## config.mk

```make
export PLATFORM = sky130hd
export DESIGN_NAME = hazard_ctrl
export DESIGN_NICKNAME = d
export VERILOG_FILES = /design/src/rtl/hazard_ctrl_pkg.sv /design/src/rtl/hazard_ctrl_div_sequencer.sv /design/src/rtl/hazard_ctrl.sv
export SDC_FILE = /design/constraint.sdc
export NUM_CORES = 1
export LEC_CHECK = 0
export CELL_PAD_IN_SITES_DETAIL_PLACEMENT = 0
export CELL_PAD_IN_SITES_GLOBAL_PLACEMENT = 1
export CORE_MARGIN = 3
export CORE_UTILIZATION = 19
export DETAILED_ROUTE_END_ITERATION = 10
export PLACE_DENSITY_LB_ADDON = 0.1
export SYNTH_ARGS = -nofsm -noshare
export SYNTH_HDL_FRONTEND = slang
export SYNTH_HIERARCHICAL = 1
export SYNTH_SLANG_ARGS = --single-unit
```

## constraint.sdc

```tcl
create_clock -name clk -period 2.8 [get_ports clk]
set_clock_uncertainty 0.05 [all_clocks]
set_input_delay 0.84 -clock clk [delete_from_list [all_inputs] [get_ports clk]]
set_output_delay 0.84 -clock clk [all_outputs]
set_load 0.01 [all_outputs]
```

## src/rtl/hazard_ctrl_pkg.sv

```systemverilog
// Shared encodings for the pipeline hazard controller: operand-forward selects and
// divider sequencer states.
package hazard_pkg;

    localparam logic [1:0] FWD_RF = 2'b00;
    localparam logic [1:0] FWD_W  = 2'b01;
    localparam logic [1:0] FWD_M  = 2'b10;

    typedef enum logic [1:0] {
        StIdle = 2'b00,
        StBusy = 2'b01,
        StDone = 2'b10
    } div_state_e;

endpackage

```

## src/rtl/hazard_ctrl_div_sequencer.sv

```systemverilog
// Tracks one iterative divide from start pulse to completion so the pipeline can hold
// the divide in Execute; DONE lasts one cycle so a still-high divE cannot restart it.
module div_sequencer
    import hazard_pkg::*;
(
    input  logic clk_i,
    input  logic rst_ni,
    input  logic div_e_i,
    input  logic div_done_i,
    output logic div_start_o,
    output logic divstall_o
);

    div_state_e state_q, state_d;

    always_ff @(posedge clk_i or negedge rst_ni) begin
        if (!rst_ni) begin
            state_q <= StIdle;
        end else begin
            state_q <= state_d;
        end
    end

    always_comb begin
        state_d = state_q;
        unique case (state_q)
            StIdle:  if (div_e_i) state_d = StBusy;
            StBusy:  if (div_done_i) state_d = StDone;
            StDone:  state_d = StIdle;
            default: state_d = StIdle;
        endcase
    end

    // Gated by reset so a high divE during reset cannot leak a start or stall.
    assign div_start_o = rst_ni && (state_q == StIdle) && div_e_i;
    assign divstall_o  = rst_ni && (((state_q == StIdle) && div_e_i) || (state_q == StBusy));

endmodule

```

## src/rtl/hazard_ctrl.sv

```systemverilog
// Five-stage pipeline hazard unit: operand forwarding, load-use and branch stalls, and
// holding of Execute while the iterative divider runs.
module hazard_ctrl
    import hazard_pkg::*;
#(
    parameter int unsigned REG_W = 5
) (
    input  logic             clk,
    input  logic             resetn,
    input  logic [REG_W-1:0] rsD,
    input  logic [REG_W-1:0] rtD,
    input  logic [REG_W-1:0] rsE,
    input  logic [REG_W-1:0] rtE,
    input  logic [REG_W-1:0] writeregE,
    input  logic [REG_W-1:0] writeregM,
    input  logic [REG_W-1:0] writeregW,
    input  logic             regwriteE,
    input  logic             regwriteM,
    input  logic             regwriteW,
    input  logic             memtoregE,
    input  logic             memtoregM,
    input  logic             branchD,
    input  logic             divE,
    input  logic             div_done,
    output logic             div_start,
    output logic [1:0]       forwardAE,
    output logic [1:0]       forwardBE,
    output logic             forwardAD,
    output logic             forwardBD,
    output logic             stallF,
    output logic             stallD,
    output logic             stallE,
    output logic             flushE,
    output logic             flushM
);

    logic m_wr_valid, w_wr_valid, e_wr_valid, e_load_valid, m_load_valid;
    logic lwstall, brstall, divstall;

    // Register zero is hard-wired, so a write to it never creates a dependency.
    assign m_wr_valid   = regwriteM && (writeregM != '0);
    assign w_wr_valid   = regwriteW && (writeregW != '0);
    assign e_wr_valid   = regwriteE && (writeregE != '0);
    assign e_load_valid = memtoregE && e_wr_valid;
    assign m_load_valid = memtoregM && (writeregM != '0);

    always_comb begin
        forwardAE = FWD_RF;
        if (m_wr_valid && (writeregM == rsE)) begin
            forwardAE = FWD_M;
        end else if (w_wr_valid && (writeregW == rsE)) begin
            forwardAE = FWD_W;
        end
        forwardBE = FWD_RF;
        if (m_wr_valid && (writeregM == rtE)) begin
            forwardBE = FWD_M;
        end else if (w_wr_valid && (writeregW == rtE)) begin
            forwardBE = FWD_W;
        end
    end

    assign forwardAD = m_wr_valid && (writeregM == rsD);
    assign forwardBD = m_wr_valid && (writeregM == rtD);

    always_comb begin
        lwstall = resetn && e_load_valid && ((writeregE == rsD) || (writeregE == rtD));
        brstall = resetn && branchD &&
                  ((e_wr_valid && ((writeregE == rsD) || (writeregE == rtD))) ||
                   (m_load_valid && ((writeregM == rsD) || (writeregM == rtD))));
    end

    div_sequencer u_div_sequencer (
        .clk_i       (clk),
        .rst_ni      (resetn),
        .div_e_i     (divE),
        .div_done_i  (div_done),
        .div_start_o (div_start),
        .divstall_o  (divstall)
    );

    assign stallF = lwstall || brstall || divstall;
    assign stallD = stallF;
    // E holds the divide while a bubble drains into M; flushing E would lose the divide.
    assign stallE = divstall;
    assign flushM = divstall;
    assign flushE = (lwstall || brstall) && !divstall;

endmodule

```

==> results.py <==
metrics = {
    "worst_setup_path": {
        "crit_type": "primary input to output pin",
        "cp_data_required_time_ns": 1.91,
        "crit_arrival_ns": 2.18,
        "critPathMaxStageDelay_ns": 0.57,
        "critPathMaxFanout": 2,
        "cp-end-kind": "output pin",
        "path_cells": "buf_6, or4_4, buf_6, o2111ai_2, a21o_1, nand3b_1, buf_2",
        "critPathLaunchType": "primary input",
        "crit_top_cell": "buf_6",
        "critPathSlowestCell": "or4_4",
    },
    "pwr": {
        "fin_total_pwr_uw": 413,
        "ir_drop_v": 0.000228,
        "p_per_area_nw_per_um2": 254,
        "p_leak_uw": 0.000753,
    },
    "yosys": {
        "synth_area_um2": 701,
        "synth_top_area_share": 0.300,
        "async_reset_ff_frac": 1.00,
        "synth_area_leader_cell": "xor2_1",
        "synth_most_common_cell": "xor2_1",
        "synth_cells": 86,
        "synth-seq-area-share": 0.0714,
        "syn_area_per_cell_um2": 8.15,
        "synth_fp_nets": 131,
        "ys_ff_latch": 2,
        "synthTopCellsByArea": "xor2_1, xnor2_1, dfrtp_1",
        "ys_warn_count": 6,
        "synth_edf_count": 0,
        "synthFlopType": "dfrtp_1",
        "synthTopCellsByCount": "xor2_1, xnor2_1, nand3_1, nor2_1, nor3_1",
        "ys_types": 23,
    },
    "clock_tree": {
        "clk_pin_slew_ns": 0.03,
        "clock-sinks": 2,
        "cts_max_level": 1,
        "root_buffer": "clkbuf_8",
        "cts_buffer_depth": 2,
        "ctsHoldBuffers": 0,
        "worstSkewPairLatency_ns": 0.21,
        "cts_tree": "yes",
        "numCtsBuffers": 3,
    },
    "timing": {
        "finalSetupViolations": 9,
        "drv_slew": 0,
        "fmax_ghz": 0.326,
        "fin_hold_ws_ns": 0.481,
        "relSlewSlack": 0.820,
        "rsz0062_at_grt": "yes",
        "final.period_utilization": 1.10,
        "period_needed_ns": 3.07,
        "hold_viol_final": 0,
        "layout_setup_ws_ns": -0.269,
        "worst_pin_slew_ns": 0.269,
    },
    "detailed_routing": {
        "detail_route.first_pass.iterations": 2,
        "route.detailed.drc": 0,
        "antenna_left": 0,
        "avgViaCountPerCell": 4.22,
        "wire_per_inst_um": 12.9,
        "drt_wl_total_um": 2850,
        "vias": 933,
        "drt_iter0_markers": 2,
    },
    "place": {
        "dp_hpwl_um": 2370,
        "gp_routability_congestion": 0.830,
        "io_buffers": 56,
    },
    "floorplanning": {
        "die_height_um": 66.7,
        "start_util": 0.204,
        "die_w_um": 66.7,
        "core_area_um2": 3440,
        "dieArea_um2": 4450,
        "io_pins": 57,
        "rows": 21,
    },
    "global_routing": {
        "grt_pass1_vias": 1037,
        "grt_use_total": 0.133,
        "grt_max_degree": 5,
        "grt_overflow": 0,
        "grt_pass1_wl_um": 4530,
        "antenna_found_initial": 0,
    },
    "finish": {
        "fillers": 375,
        "antennaDiodeCount": 0,
        "area_growth_pct": 132,
        "regArea_um2": 50.0,
        "reg_top3": "u_div_sequencer/state_q x2",
        "nets": 222,
        "drive_gt1_frac": 0.491,
        "largest_reg_flops": 2,
        "top_register": "u_div_sequencer/state_q",
        "multi_input_area_um2": 711,
    },
    "outcome": {
        "failed_checks": "setup timing",
        "status": "complete, but fails checks",
    },
    "flow_run": {
        "maxCapViolCount": 0,
    },
    "hold_path": {
        "hold_path.class": "flop to flop",
    },
}
[layout by cell type (no fill, tap or decap), types with 2 or more instances in the layout]
cell type and count:
a21oi_1 2, buf_2 11, buf_4 30, buf_6 12, clkbuf_2 6, clkbuf_8 3, clkdlybuf4s15_1 2, clkdlybuf4s50_1 7
dfrtp_1 2, dlygate4sd2_1 21, dlymetal6s2s_1 3, nand3_1 5, nor2_1 2, nor2_4 2, nor3_1 2, nor3_2 3
nor4_2 2, nor4_4 2, o21ai_2 2, or4_4 3, xnor2_1 13, xnor2_2 3, xor2_1 24
[logic make-up (layout without fill, tap and decap cells)]
kind of cell,after synthesis,count (layout),share of synthesized area
xor gates and xnor gates,40,40,0.500
and+or+nand+nor,29,29,0.280
AOI/OAI and AO/OA,8,8,0.0857
buffers and inverters,7,96,0.0625
DFF,2,2,0.0714
[final cells by class]
| class | instances | area share |
|---|---|---|
| Timing Repair Buffer | 93 | 0.472 |
| Multi-Input combinational cell | 77 | 0.437 |
| Tap cell | 46 | 0.0354 |
| Sequential cell | 2 | 0.0307 |
| Clock buffer | 3 | 0.0254 |
[critical path, delay by kind of cell]
family / cells / cell delay (ns)
AOI/OAI and AO/OA: 2 / 0.29
buffers and inverters: 3 / 0.39
and+or+nand+nor: 2 / 0.66
[per-stage QoR]
stage / instances / setup WS [ns] / TNS (ns) / util / cell area (µm²)
after CTS: 221 / -0.330 / -1.98 / 0.463 / 1600
after floorplan: 86 / -0.187 / -0.474 / - / 727
after global placement: 215 / -1.03 / -9.32 / 0.449 / 1550
final: 221 / -0.269 / -1.72 / 0.473 / 1630
after detailed placement: 215 / -1.11 / -9.50 / 0.449 / 1550
after global routing: 221 / -0.355 / -2.19 / 0.473 / 1630
[metal layers]
layer / GRT usage / vias up / routed length [µm]
li1: - / 476 / -
met1: 0.151 / 412 / 1090
met2: 0.246 / 41 / 1530
met3: 0.0219 / 4 / 211
met4: 0.0457 / 0 / 25
met5: 0 / - / 0
[where the power goes]
part	internal (µW)	switching [µW]	total (µW)
combinational	143	108	251
clock	90.8	22.0	113
sequential	38.8	10.0	48.8
total	273	140	413
[timing repair]
action,4_1_cts,5_1_grt
buffers inserted,5,1
resized for setup,117,29
pin swaps,21,13
endpoints found under the setup margin,12,11
hold endpoints to repair,0,0
[worst paths after layout]
kind	startpoint	cells past startpoint	end	slack, ns
setup / recovery	writeregM[1]	7	stallD	-0.27
hold / removal	u_div_sequencer/state_q[1]	1	u_div_sequencer/state_q[1]	0.48
setup reg to reg	u_div_sequencer/state_q[0]	2	u_div_sequencer/state_q[0]	1.97
hold reg to reg	u_div_sequencer/state_q[1]	1	u_div_sequencer/state_q[1]	0.48
max in group asynchronous	resetn	2	u_div_sequencer/state_q[1]	1.95
min in group asynchronous	resetn	2	u_div_sequencer/state_q[0]	0.66
No activity file was read; power rests on OpenSTA's default activity.
